File: config.mk
export PLATFORM = sky130hd
export DESIGN_NAME = burst_sram_arbiter
export DESIGN_NICKNAME = d
export VERILOG_FILES = /design/src/rtl/burst_sram_arbiter.sv
export SDC_FILE = /design/constraint.sdc
export NUM_CORES = 1
export LEC_CHECK = 0
export BUFFER_PORTS_ARGS = -buffer_cell sky130_fd_sc_hd__buf_2
export CORE_MARGIN = 5
export CORE_UTILIZATION = 39
export CTS_CLUSTER_DIAMETER = 30
export DETAILED_ROUTE_END_ITERATION = 6
export MAX_ROUTING_LAYER = met4
export PLACE_DENSITY = 0.83
export SLEW_MARGIN = 20
export SYNTH_ARGS = -nofsm -noshare
export SYNTH_HDL_FRONTEND = slang
export SYNTH_SLANG_ARGS = --single-unit
File: constraint.sdc
create_clock -name clk -period 1.31 [get_ports clk]
set_input_delay 0.131 -clock clk [delete_from_list [all_inputs] [get_ports clk]]
set_output_delay 0.131 -clock clk [all_outputs]
set_load 0.03 [all_outputs]
File: src/rtl/burst_sram_arbiter.sv
// -----------------------------------------------------------------------------
// burst_sram_arbiter
//
// Two-requester round-robin arbiter and burst sequencer for a single-port
// burst SRAM. A requester posts a burst command (direction, start address,
// length). The block grants one requester at a time. It then issues one SRAM
// beat per cycle, with an address that increments and wraps around the array.
// During a burst it returns per-beat write acknowledges or read data. A
// one-cycle done pulse marks the end of each burst.
//
// Ports
//   clk, rst_n        clock, asynchronous active-low reset
//   req[1:0]          burst request per requester (sampled only when idle)
//   req_we[1:0]       per requester: 1 = write burst, 0 = read burst
//   req_addr          per-requester start address, slice i = [i*ADDR_W +: ADDR_W]
//   req_len           per-requester burst length, 0 encodes 2^LEN_W beats
//   wdata             per-requester current write beat data
//   gnt[1:0]          one-hot pulse during the first beat of an accepted burst
//   wr_ack[1:0]       one-hot pulse per write beat consumed
//   rd_valid/rd_data/rd_id  read beat data and its owner, one cycle after the beat
//   done/done_id      one-cycle completion pulse and owner of the burst
//   busy              high whenever a burst is in progress
//   mem_*             SRAM interface; mem_rdata is valid one cycle after a read beat
// -----------------------------------------------------------------------------
module burst_sram_arbiter #(
  parameter int ADDR_W = 4,
  parameter int DATA_W = 8,
  parameter int LEN_W  = 4
) (
  input  logic                clk,
  input  logic                rst_n,
  input  logic [1:0]          req,
  input  logic [1:0]          req_we,
  input  logic [2*ADDR_W-1:0] req_addr,
  input  logic [2*LEN_W-1:0]  req_len,
  input  logic [2*DATA_W-1:0] wdata,
  output logic [1:0]          gnt,
  output logic [1:0]          wr_ack,
  output logic                rd_valid,
  output logic [DATA_W-1:0]   rd_data,
  output logic                rd_id,
  output logic                done,
  output logic                done_id,
  output logic                busy,
  output logic                mem_cs,
  output logic                mem_we,
  output logic [ADDR_W-1:0]   mem_addr,
  output logic [DATA_W-1:0]   mem_wdata,
  input  logic [DATA_W-1:0]   mem_rdata
);

  typedef enum logic [1:0] {S_IDLE, S_BURST, S_DONE} state_t;

  state_t             state_q, state_d;
  logic               owner_q;
  logic               we_q;
  logic [ADDR_W-1:0]  addr_q;
  logic [LEN_W-1:0]   len_q;
  logic [LEN_W-1:0]   beat_q;
  logic               last_owner_q;
  logic               rd_valid_q;
  logic               rd_id_q;

  logic               sel_valid;
  logic               sel;
  logic               last_beat;
  logic               in_burst;
  logic [1:0]         owner_oh;

  // Arbitration. On a tie the requester that was not served last wins.
  // A lone request selects its own index.
  assign sel_valid = |req;
  assign sel       = (req == 2'b11) ? ~last_owner_q : req[1];

  // len = 0 means 2^LEN_W beats. Subtracting 1 modulo 2^LEN_W yields the
  // index of the final beat for every encoding, including len = 0.
  assign last_beat = (beat_q == LEN_W'(len_q - 1'b1));

  // NOTE: every variable assigned in an always_comb gets a default first, so
  // no path through the block can leave it unassigned and infer a latch.
  always_comb begin
    state_d = state_q;
    unique case (state_q)
      S_IDLE:  if (sel_valid) state_d = S_BURST;
      S_BURST: if (last_beat) state_d = S_DONE;
      S_DONE:  state_d = S_IDLE;
      default: state_d = S_IDLE;
    endcase
  end

  // NOTE: sequential state uses non-blocking assignments so that every
  // register samples the values present before the clock edge.
  always_ff @(posedge clk or negedge rst_n) begin
    if (!rst_n) begin
      state_q      <= S_IDLE;
      owner_q      <= 1'b0;
      we_q         <= 1'b0;
      addr_q       <= '0;
      len_q        <= '0;
      beat_q       <= '0;
      last_owner_q <= 1'b1;
      rd_valid_q   <= 1'b0;
      rd_id_q      <= 1'b0;
    end else begin
      state_q    <= state_d;
      // The SRAM returns read data one cycle after the beat, so the valid
      // flag and its owner are delayed to line up with mem_rdata.
      rd_valid_q <= (state_q == S_BURST) && !we_q;
      rd_id_q    <= owner_q;
      unique case (state_q)
        S_IDLE: begin
          if (sel_valid) begin
            owner_q      <= sel;
            we_q         <= req_we[sel];
            addr_q       <= req_addr[sel*ADDR_W +: ADDR_W];
            len_q        <= req_len[sel*LEN_W +: LEN_W];
            last_owner_q <= sel;
            beat_q       <= '0;
          end
        end
        S_BURST: beat_q <= beat_q + 1'b1;
        default: ;
      endcase
    end
  end

  // All SRAM controls, handshakes and status are decoded from registers only.
  // The only exceptions are the data paths that the interface defines as
  // combinational: the write-data mux and the read-data pass-through.
  assign in_burst = (state_q == S_BURST);
  assign owner_oh = {owner_q, ~owner_q};

  assign mem_cs    = in_burst;
  assign mem_we    = in_burst && we_q;
  // The address sum truncates to ADDR_W bits, so it wraps instead of saturating.
  assign mem_addr  = in_burst ? ADDR_W'(addr_q + ADDR_W'(beat_q)) : '0;
  assign mem_wdata = mem_we ? wdata[owner_q*DATA_W +: DATA_W] : '0;

  assign gnt      = (in_burst && beat_q == '0) ? owner_oh : 2'b00;
  assign wr_ack   = mem_we ? owner_oh : 2'b00;
  assign rd_valid = rd_valid_q;
  assign rd_data  = rd_valid_q ? mem_rdata : '0;
  assign rd_id    = rd_valid_q && rd_id_q;
  assign done     = (state_q == S_DONE);
  assign done_id  = done && owner_q;
  assign busy     = (state_q != S_IDLE);

endmodule

==> reports/results.ini <==
[status]
status=finished, violations left
violations=setup timing

[logic_synthesis]
yosys.area_share.adder=0.07224
synth-compound-area-share=0.09125
ys_types=33
synth_top_family_by_area=simple AND/OR/NAND/NOR gates
yosys.area.top_type=dfrtp_1
synth_area_mm2=0.001316
post-synth-top-count-cell=dfrtp_1
ys_ff_latch=19
yosysSeqAreaShare=0.3622
synthTopCellsByCount=18 x dfrtp_1, 17 x mux2i_1, 16 x nor2_1
synthTopCellsByArea=dfrtp_1 34%, mux2i_1 13%, and2_1 5.7%, ha_1 5.7%, o21ai_1 4.6%
synth_edf_count=0
yosys.area_share.xor_xnor=0.07890
yosys-mux-area-fraction=0.1293
syn_area_per_cell_um2=9.269
postSynthCellCount=142
synth_ff_type=dfrtp_1
synth-simple-area-share=0.2110
synthArstFlopShare=1.000
synth_top_area_frac=0.3422
synthesis.nets=195
ys_warn_count=0

[clock_tree]
cts_tree=built
clockBufferDepth=2
cts_sinks=19
cts-buffers-inserted=3
h-tree-depth=1
cts-root-buf=clkbuf_4
clk_pin_slew_worst_paths_ns=0.11
clock_latency_ns=0.30

[detailed_routing]
wl_per_cell_um=14.70
drt_wl_total_mm=4.174
vias_per_cell=4.757
first_pass_iters=4
ant_nets=0
vias=1351
drt_iter0_markers=22
drc=0

[power]
peakVddDrop_mv=1.853
total_power_mw=7.186
power-per-cell-area_mw_per_mm2=2965
leakage_nw=1.122

[worst_hold_path]
hold_class=primary input to register

[layout]
fin_util=0.7320
area_growth_pct=84.13
diodes=0
drive_gt1_frac=0.6471
final_nets=292

[run]
cap_violations=0

[floorplan]
dieArea_mm2=0.004637
core_mm2=0.003311
die_y_um=68.10
num_rows=21
ioPinCount=77
fp.dieW_um=68.10
start_util=0.3976

[sta]
period_share=1.375
drv_slew=0
tns_ns=-3.936
slew_headroom=0.7022
finalSetupViolCount=19
worst_pin_slew_ns=0.4467
hold_viol=0
period_needed_ns=1.802
rsz0062_at_grt=yes
skew_ns=0.003860
finalWorstSetupSlack_ns=-0.4916
max_freq_mhz=555.1

[worst_setup_path]
cp.arrival_ns=1.67
critPathCaptureType=output pin
cp-start-kind=register
critPathKind=register to output pin
required_ns=1.18
crit_fanout=2

[global_routing]
grt_pass1_vias=1388
antenna_found_initial=0
grt_pass1_wl_mm=6.292
grtUsageTotal=0.1893
grt_max_degree=20
grt_overflow=0

[placement]
dp_hpwl_mm=2.807
gp_congestion=0.7520
io_buffer_count=76

[layer usage]
layer / global-route usage / routed length [um] / vias to the layer above
met4: 0.06700 / 74 / 0
met3: 0.04105 / 483 / 7
li1: - / - / 663
met5: - / 0 / -
met2: 0.3574 / 2154 / 72
met1: 0.1892 / 1461 / 609
[path summary, 6_finish.rpt]
path,end,start,depth (start not counted),slack [ns]
worst max-delay path,mem_addr[1],beat_q[0],4,-0.49
worst min-delay path,last_owner_q,req[0],2,0.04
worst max register to register,beat_q[2],beat_q[1],6,0.01
worst min register to register,addr_q[2],addr_q[2],2,0.52
max in group asynchronous,last_owner_q,rst_n,2,0.66
min in group asynchronous,addr_q[3],rst_n,2,0.31
[sequential cells by signal, summed over array words and instances, names as in the netlist]
signal / cells
addr_q: 4
beat_q: 4
len_q: 4
state_q: 2
last_owner_q: 1
owner_q: 1
rd_id_q: 1
rd_valid: 1
we_q: 1
[final cells by class]
type                    count  area (um^2)
multi-input cells         110         1079
fillers                   230        887.1
repair buffers             98        743.2
flip-flops and latches     19        481.7
well taps                  46        57.56
inverters                   7        36.28
clock buffers               4        26.28
[logic make-up after synthesis]
kind of cell	count (synthesis)
simple gates	54
compound gates	20
flops	19
mux	17
buf+inv	14
xor+xnor	11
fa+ha+maj	7
[cell usage in the layout, fill, tap and decap left out, types with 4 or more instances in the layout]
cell type and n:
nor2_1 4, buf_4 11, xnor2_1 5, dfrtp_1 14, o21ai_1 12, and2_1 9, buf_6 28, nor2_4 12
mux2i_1 9, dfrtp_2 4, nand2_1 11, xor2_1 4, mux2i_4 8, buf_2 55
[power by group]
group	internal [mW]	switching, mW
registers	0.895	0.315
logic	2.67	3.00
clock network	0.119	0.188
[repair_timing]
item	CTS	global route
buffers inserted	6	4
endpoints found under the setup margin	21	33
pin swaps	16	13
gates resized for setup	81	11
hold endpoints to repair	18	0
hold buffers	1	0
gates cloned	1	0
[critical path, stage by stage (launching register included)]
cell     delay [ns]
dfrtp_1        0.41
ha_2           0.20
fa_2           0.51
and2_4         0.13
buf_6          0.12
[per-stage QoR]
stage               std cells  hold WS, ns  cell area [um^2]  worst slack (ns)
finish                    284      0.03893              2424           -0.4916
floorplan                 142      -0.1646              1444           -0.1621
CTS                       283      0.02797              2384           -0.5039
detailed placement        273      0.09692              1993           -0.2068
global placement          273      0.09512              1993           -0.1876
global route              284      0.02226              2424           -0.5510
(Power assumes the default switching activity.)
